===== src/rtl/instruction_fetch_unit.sv =====
// IF stage of a 5-stage MIPS pipeline. Owns the PC, runs the instruction-memory
// request/response handshake and loads the IF/ID register, honouring hazard-unit stalls and ID redirects.
module instruction_fetch_unit #(
    parameter logic [31:0] RESET_PC = 32'h0000_0000
) (
    input  logic        clk,
    input  logic        rst,
    input  logic        PC_Write,
    input  logic        IF_ID_Write,
    input  logic        branch_taken,
    input  logic [31:0] branch_target,
    output logic        imem_req,
    output logic [31:0] imem_addr,
    input  logic        imem_ready,
    input  logic [31:0] imem_rdata,
    output logic [31:0] IF_ID_instr,
    output logic [31:0] IF_ID_pc4,
    output logic        IF_ID_valid
);

    localparam logic [0:0]  ST_FETCH = 1'b0;
    localparam logic [0:0]  ST_HOLD  = 1'b1;
    localparam logic [31:0] NOP      = 32'h0000_0000;

    logic [0:0]  state,       state_nxt;
    logic [31:0] pc,          pc_nxt;
    logic        squash,      squash_nxt;
    logic [31:0] redirect_pc, redirect_pc_nxt;
    logic [31:0] hold_instr;
    logic [31:0] hold_pc4;
    logic        capture_hold;

    logic [31:0] instr_nxt;
    logic [31:0] pc4_nxt;
    logic        valid_nxt;

    logic        advance;
    logic        redirect;
    logic [31:0] pc_plus4;

    // A branch that is itself stalled in ID must not steer fetch.
    assign advance  = PC_Write & IF_ID_Write;
    assign redirect = branch_taken & IF_ID_Write;
    assign pc_plus4 = pc + 32'd4;

    assign imem_req  = (state == ST_FETCH) && !rst;
    assign imem_addr = pc;

    always_comb begin
        // NOTE: every signal driven here gets a default first, so no path can infer a latch.
        state_nxt       = state;
        pc_nxt          = pc;
        squash_nxt      = squash;
        redirect_pc_nxt = redirect_pc;
        instr_nxt       = IF_ID_instr;
        pc4_nxt         = IF_ID_pc4;
        valid_nxt       = IF_ID_valid;
        capture_hold    = 1'b0;

        case (state)
            ST_FETCH: begin
                if (redirect || (squash && imem_ready)) begin
                    // The response in flight belongs to the wrong path.
                    if (imem_ready) begin
                        pc_nxt     = redirect ? branch_target : redirect_pc;
                        squash_nxt = 1'b0;
                    end else begin
                        redirect_pc_nxt = branch_target;
                        squash_nxt      = 1'b1;
                    end
                    instr_nxt = NOP;
                    valid_nxt = 1'b0;
                end else if (squash) begin
                    if (IF_ID_Write) begin
                        instr_nxt = NOP;
                        valid_nxt = 1'b0;
                    end
                end else if (imem_ready) begin
                    if (advance) begin
                        instr_nxt = imem_rdata;
                        pc4_nxt   = pc_plus4;
                        valid_nxt = 1'b1;
                        pc_nxt    = pc_plus4;
                    end else begin
                        // Memory cannot be asked to hold its data, so park it locally.
                        capture_hold = 1'b1;
                        state_nxt    = ST_HOLD;
                    end
                end else if (IF_ID_Write) begin
                    instr_nxt = NOP;
                    valid_nxt = 1'b0;
                end
            end

            ST_HOLD: begin
                if (redirect) begin
                    pc_nxt    = branch_target;
                    instr_nxt = NOP;
                    valid_nxt = 1'b0;
                    state_nxt = ST_FETCH;
                end else if (advance) begin
                    instr_nxt = hold_instr;
                    pc4_nxt   = hold_pc4;
                    valid_nxt = 1'b1;
                    pc_nxt    = pc_plus4;
                    state_nxt = ST_FETCH;
                end
            end

            default: state_nxt = ST_FETCH;
        endcase
    end

    // NOTE: sequential state uses <= so every register samples pre-edge values.
    always_ff @(posedge clk) begin
        if (rst) begin
            state       <= ST_FETCH;
            pc          <= RESET_PC;
            squash      <= 1'b0;
            redirect_pc <= 32'h0000_0000;
            IF_ID_instr <= NOP;
            IF_ID_pc4   <= 32'h0000_0000;
            IF_ID_valid <= 1'b0;
        end else begin
            state       <= state_nxt;
            pc          <= pc_nxt;
            squash      <= squash_nxt;
            redirect_pc <= redirect_pc_nxt;
            IF_ID_instr <= instr_nxt;
            IF_ID_pc4   <= pc4_nxt;
            IF_ID_valid <= valid_nxt;
        end
    end

    // NOTE: the hold buffer is only read in HOLD, which reset never leaves us in, so it carries no reset.
    always_ff @(posedge clk) begin
        if (capture_hold) begin
            hold_instr <= imem_rdata;
            hold_pc4   <= pc_plus4;
        end
    end

endmodule


===== config.mk =====
export PLATFORM = sky130hd
export DESIGN_NAME = instruction_fetch_unit
export DESIGN_NICKNAME = d
export VERILOG_FILES = /design/src/rtl/instruction_fetch_unit.sv
export SDC_FILE = /design/constraint.sdc
export NUM_CORES = 1
export LEC_CHECK = 0
export CELL_PAD_IN_SITES_DETAIL_PLACEMENT = 1
export CELL_PAD_IN_SITES_GLOBAL_PLACEMENT = 1
export CORE_MARGIN = 5
export CORE_UTILIZATION = 43
export DETAILED_ROUTE_END_ITERATION = 10
export PLACE_DENSITY = 0.89
export SYNTH_ARGS = -nofsm -noshare
export SYNTH_HDL_FRONTEND = slang
export SYNTH_SLANG_ARGS = --single-unit

===== constraint.sdc =====
create_clock -name clk -period 5.8 [get_ports clk]
set_clock_uncertainty 0.1 [all_clocks]
set_input_delay 1.16 -clock clk [delete_from_list [all_inputs] [get_ports clk]]
set_output_delay 1.16 -clock clk [all_outputs]
set_load 0.05 [all_outputs]

==> results.txt <==
The first global-routing pass estimated 46700 um of wire. The number of fillers in the final layout came out at 2217. For this run, the leading register cell type out of synthesis is dfxtp_1. The maximum achievable frequency came out at ~260 MHz.

The clock passes through at most 2 buffers. The largest net degree at the start of global routing came out at 96. The sum of net half-perimeters after detailed placement came out at roughly 20000 um. The root buffer cell chosen for the clock tree is clkbuf_16. The transition at the pin with the smallest max-transition slack is 1.12 ns. In this run the remaining antenna-violating nets after routing total 0. The via count of the first global-routing pass came out at slightly above 8000. The flow ran to the end, and the final reports show no timing, DRC or antenna violations.

The library cells used most frequently in the layout, excluding fill and tap cells, are clkdlybuf4s50_1, dfxtp_1, nand2_1. The total negative slack is 0 ns. The worst setup path is launched from a primary input. The non-filler instance count after layout came out at about 1300. The floorplan row count came out at 52. The power per cell area is 293 nW/um^2. For the worst-skew pair, the clock arrives at the later sink with an insertion delay of about 0.45 ns. Buffers added to address setup during post-CTS repair amount to 0.

The leading cell type in the layout, fill and taps excluded is clkdlybuf4s50_1. The internal portion of the total power is around 2.3 mW. Max-cap violations in this run came to 0.

The share of async-settable or async-resettable flops after synthesis is 0%. The shortest clock period the worst path allows after layout came out at 3.85 ns. In this run the power spent charging and discharging nets is approximately 1 mW.

The count of final hold-check violations is 0. In this run the worst path has a maximum fanout of 30. The global routing usage summed across all routing layers is between 20% and 30%. Dividing the detail-routed wire length by the instance count gives about 22 um. The remaining routing DRC violations came out at 0. The cell area that synthesis handed to floorplanning was 8820 sq um.

From bottom edge to top edge, the die measures 153 um. The worst hold slack across all endpoints is between 0.3 and 0.4 ns. The first-pass detailed-route iteration total is 5. Yosys attributes the largest share of cell area to dfxtp_1, edfxtp_1, nand2_1. The type of the setup path with the least slack is in2out. Setup repair after global routing left no endpoint under its margin.

The static leakage came out at 3.89 nW. The layout cell share with drive strength beyond 1 came out at under 10%. The part of the total power dissipated in sequential elements is between 40% and 50%. The total of hold buffers inserted after clock tree synthesis is 0. The clock buffer count from CTS came out at 17. After detailed routing, the total wire length is about 30000 um. Once the floorplan was initialized, standard cells occupied a little over two fifths of the core. The maximum level of the CTS H-tree came out at 4. The final-report max-slew violation count is 0.

The share of power burned in the clock network is between 30% and 40%. The core box area came out at a little over 20000 sq um. The number of buffers inserted by port buffering is 167. The post-synthesis sequential area ratio came out at between 50% and 60%. The average instance area after synthesis came out at ~9.5 sq um. The congestion estimate from routability-driven global placement came to between 0.8 and 0.9. STA classifies the critical path endpoint as an output pin. The die is roughly 150 um wide. The final setup violation count is 0.

The area growth from synthesis to final layout is 27.1%. Combinational cells account for around 16% of the total power. The required time of the critical path came out at 4.54 ns. The count of unique library cells instantiated by Yosys is between 60 and 70. Of the total power, the share spent switching nets is a little under a third. The worst-case IR drop observed on VDD is 0.000214 V. The number of warnings issued by yosys came out at 0. The count of flip-flops with a built-in enable after synthesis came out at 64. The number of antenna repair diodes is 0. The CTS clock-pin slew for the worst setup and hold paths is 0.07 ns.

The violation count after the first detailed-route iteration is between 800 and 900. The count of state elements after synthesis came out at slightly below 200. Using the TritonRoute via totals, the vias-per-cell ratio works out to 6.11. The tightest min-delay check is of the reg2reg type.

The proportion of netlist area held by the largest area contributor came out at between 20% and 30%. The number of gates given a new drive strength after cts is 0. TritonCTS built the clock tree.

dfxtp_1 takes more of the synthesized area than any other cell. The portion of the clock cycle consumed by the worst path in the final layout came out at approximately 66%. For this block, the via count after detailed routing is slightly above 8000. The initial antenna violation count came out at 0. The count of pins on the block boundary came out at 168. The total overflow left after global routing is 0. The placed instance count is between 1000 and 1500.

The number of nets in the layout came out at 1118. The critical path arrival came out at 2.59 ns. The total nets after synthesis is about 1000. The die covers around 23000 sq um. The CTS sink count came out at a little under 200. The cell count after synthesis is roughly 930. The worst slew margin relative to its limit came out at ~25%.
==> synthesized netlist by cell type, types with 4 or more instances <==
master,count
nand2b_1,13
edfxtp_1,64
o31ai_1,4
a211oi_1,13
o21a_1,6
a22o_1,34
a31oi_1,15
nor4_1,4
inv_1,7
o21ai_0,24
nor3_1,15
nor2b_1,4
nand4_1,12
a21oi_1,80
o211ai_1,12
a22oi_1,40
and4_1,5
a21boi_0,8
nand2_1,108
a311oi_1,7
dfxtp_1,131
a21o_1,4
and3_1,21
clkbuf_1,73
nand3_1,32
xnor2_1,16
or2_2,9
buf_2,7
and2_1,4
or3_1,4
mux2i_1,6
nor2_1,77
a221oi_1,10
a221o_1,13
==> through the flow <==
stage	worst slack [ns]	instance area, sq um	utilization (%)	power, mW
after floorplan	1.60	8820	-	1.88
after global placement	1.90	10600	52.5	2.08
after detailed placement	1.79	10600	52.5	2.10
after CTS	1.97	11200	55.4	3.28
after global routing	1.98	11200	55.4	3.39
final	1.95	11200	55.4	3.28
==> cell type report <==
cell class	instances	area, sq um	share of cell area, %
clock buffer	17	425	3.80
tap	270	338	3.01
timing repair buffer	182	1780	15.9
sequential	195	4550	40.6
multi-input combinational	644	3930	35.0
inverter	7	26.3	0.234
clock inverter	15	165	1.47
==> critical path, stage by stage <==
cell             delay, ns
buf_4                 0.22
nor2_1                0.33
clkdlybuf4s50_1       0.88
==> power groups by stage <==
stage / Sequential (mW) / Combinational [mW] / Clock [mW]
3_3_place_gp: 1.57 / 0.510 / 0
6_report: 1.55 / 0.532 / 1.20
5_1_grt: 1.55 / 0.560 / 1.27
3_5_place_dp: 1.57 / 0.526 / 0
4_1_cts: 1.54 / 0.531 / 1.21
2_1_floorplan: 1.66 / 0.223 / 0
==> layer usage <==
| layer | vias up | routed length, um | track usage (%) |
|---|---|---|---|
| li1 | 3689 | - | - |
| met1 | 4012 | 12600 | 32.7 |
| met2 | 354 | 13900 | 39.8 |
| met3 | 73 | 2160 | 4.64 |
| met4 | 0 | 1040 | 10.4 |
| met5 | - | 0 | 0 |
==> final timing paths <==
kind / start / endpoint / slack, ns / cells after the start
setup / recovery: rst / imem_req / 1.95 / 3
hold / removal: IF_ID_pc4[9]$_SDFFE_PP0P_ / IF_ID_pc4[9]$_SDFFE_PP0P_ / 0.35 / 2
setup reg to reg: state$_SDFF_PP0_ / imem_addr[27]$_SDFFE_PP0P_ / 2.97 / 5
hold reg to reg: IF_ID_pc4[9]$_SDFFE_PP0P_ / IF_ID_pc4[9]$_SDFFE_PP0P_ / 0.35 / 2
==> flip-flops by register name (all words and copies together) (netlist names) <==
signal       flops
imem_addr       32
IF_ID_valid      1
hold_pc4        32
state            1
squash           1
redirect_pc     32
IF_ID_pc4       32
IF_ID_instr     32
hold_instr      32
==> kinds of logic (layout without fill, tap and decap cells) <==
logic type	count (synthesis)	in the layout	share of synthesized area (%)
AOI/OAI and AO/OA	292	292	23.0
buffers and inverters	92	221	4.19
xor gates and xnor gates	20	20	2.07
DFF	195	195	51.5
adders and majority gates	1	1	0.142
muxes	6	6	0.681
and+or+nand+nor	325	325	18.3
Note: power is estimated with default switching activity, not from simulation.
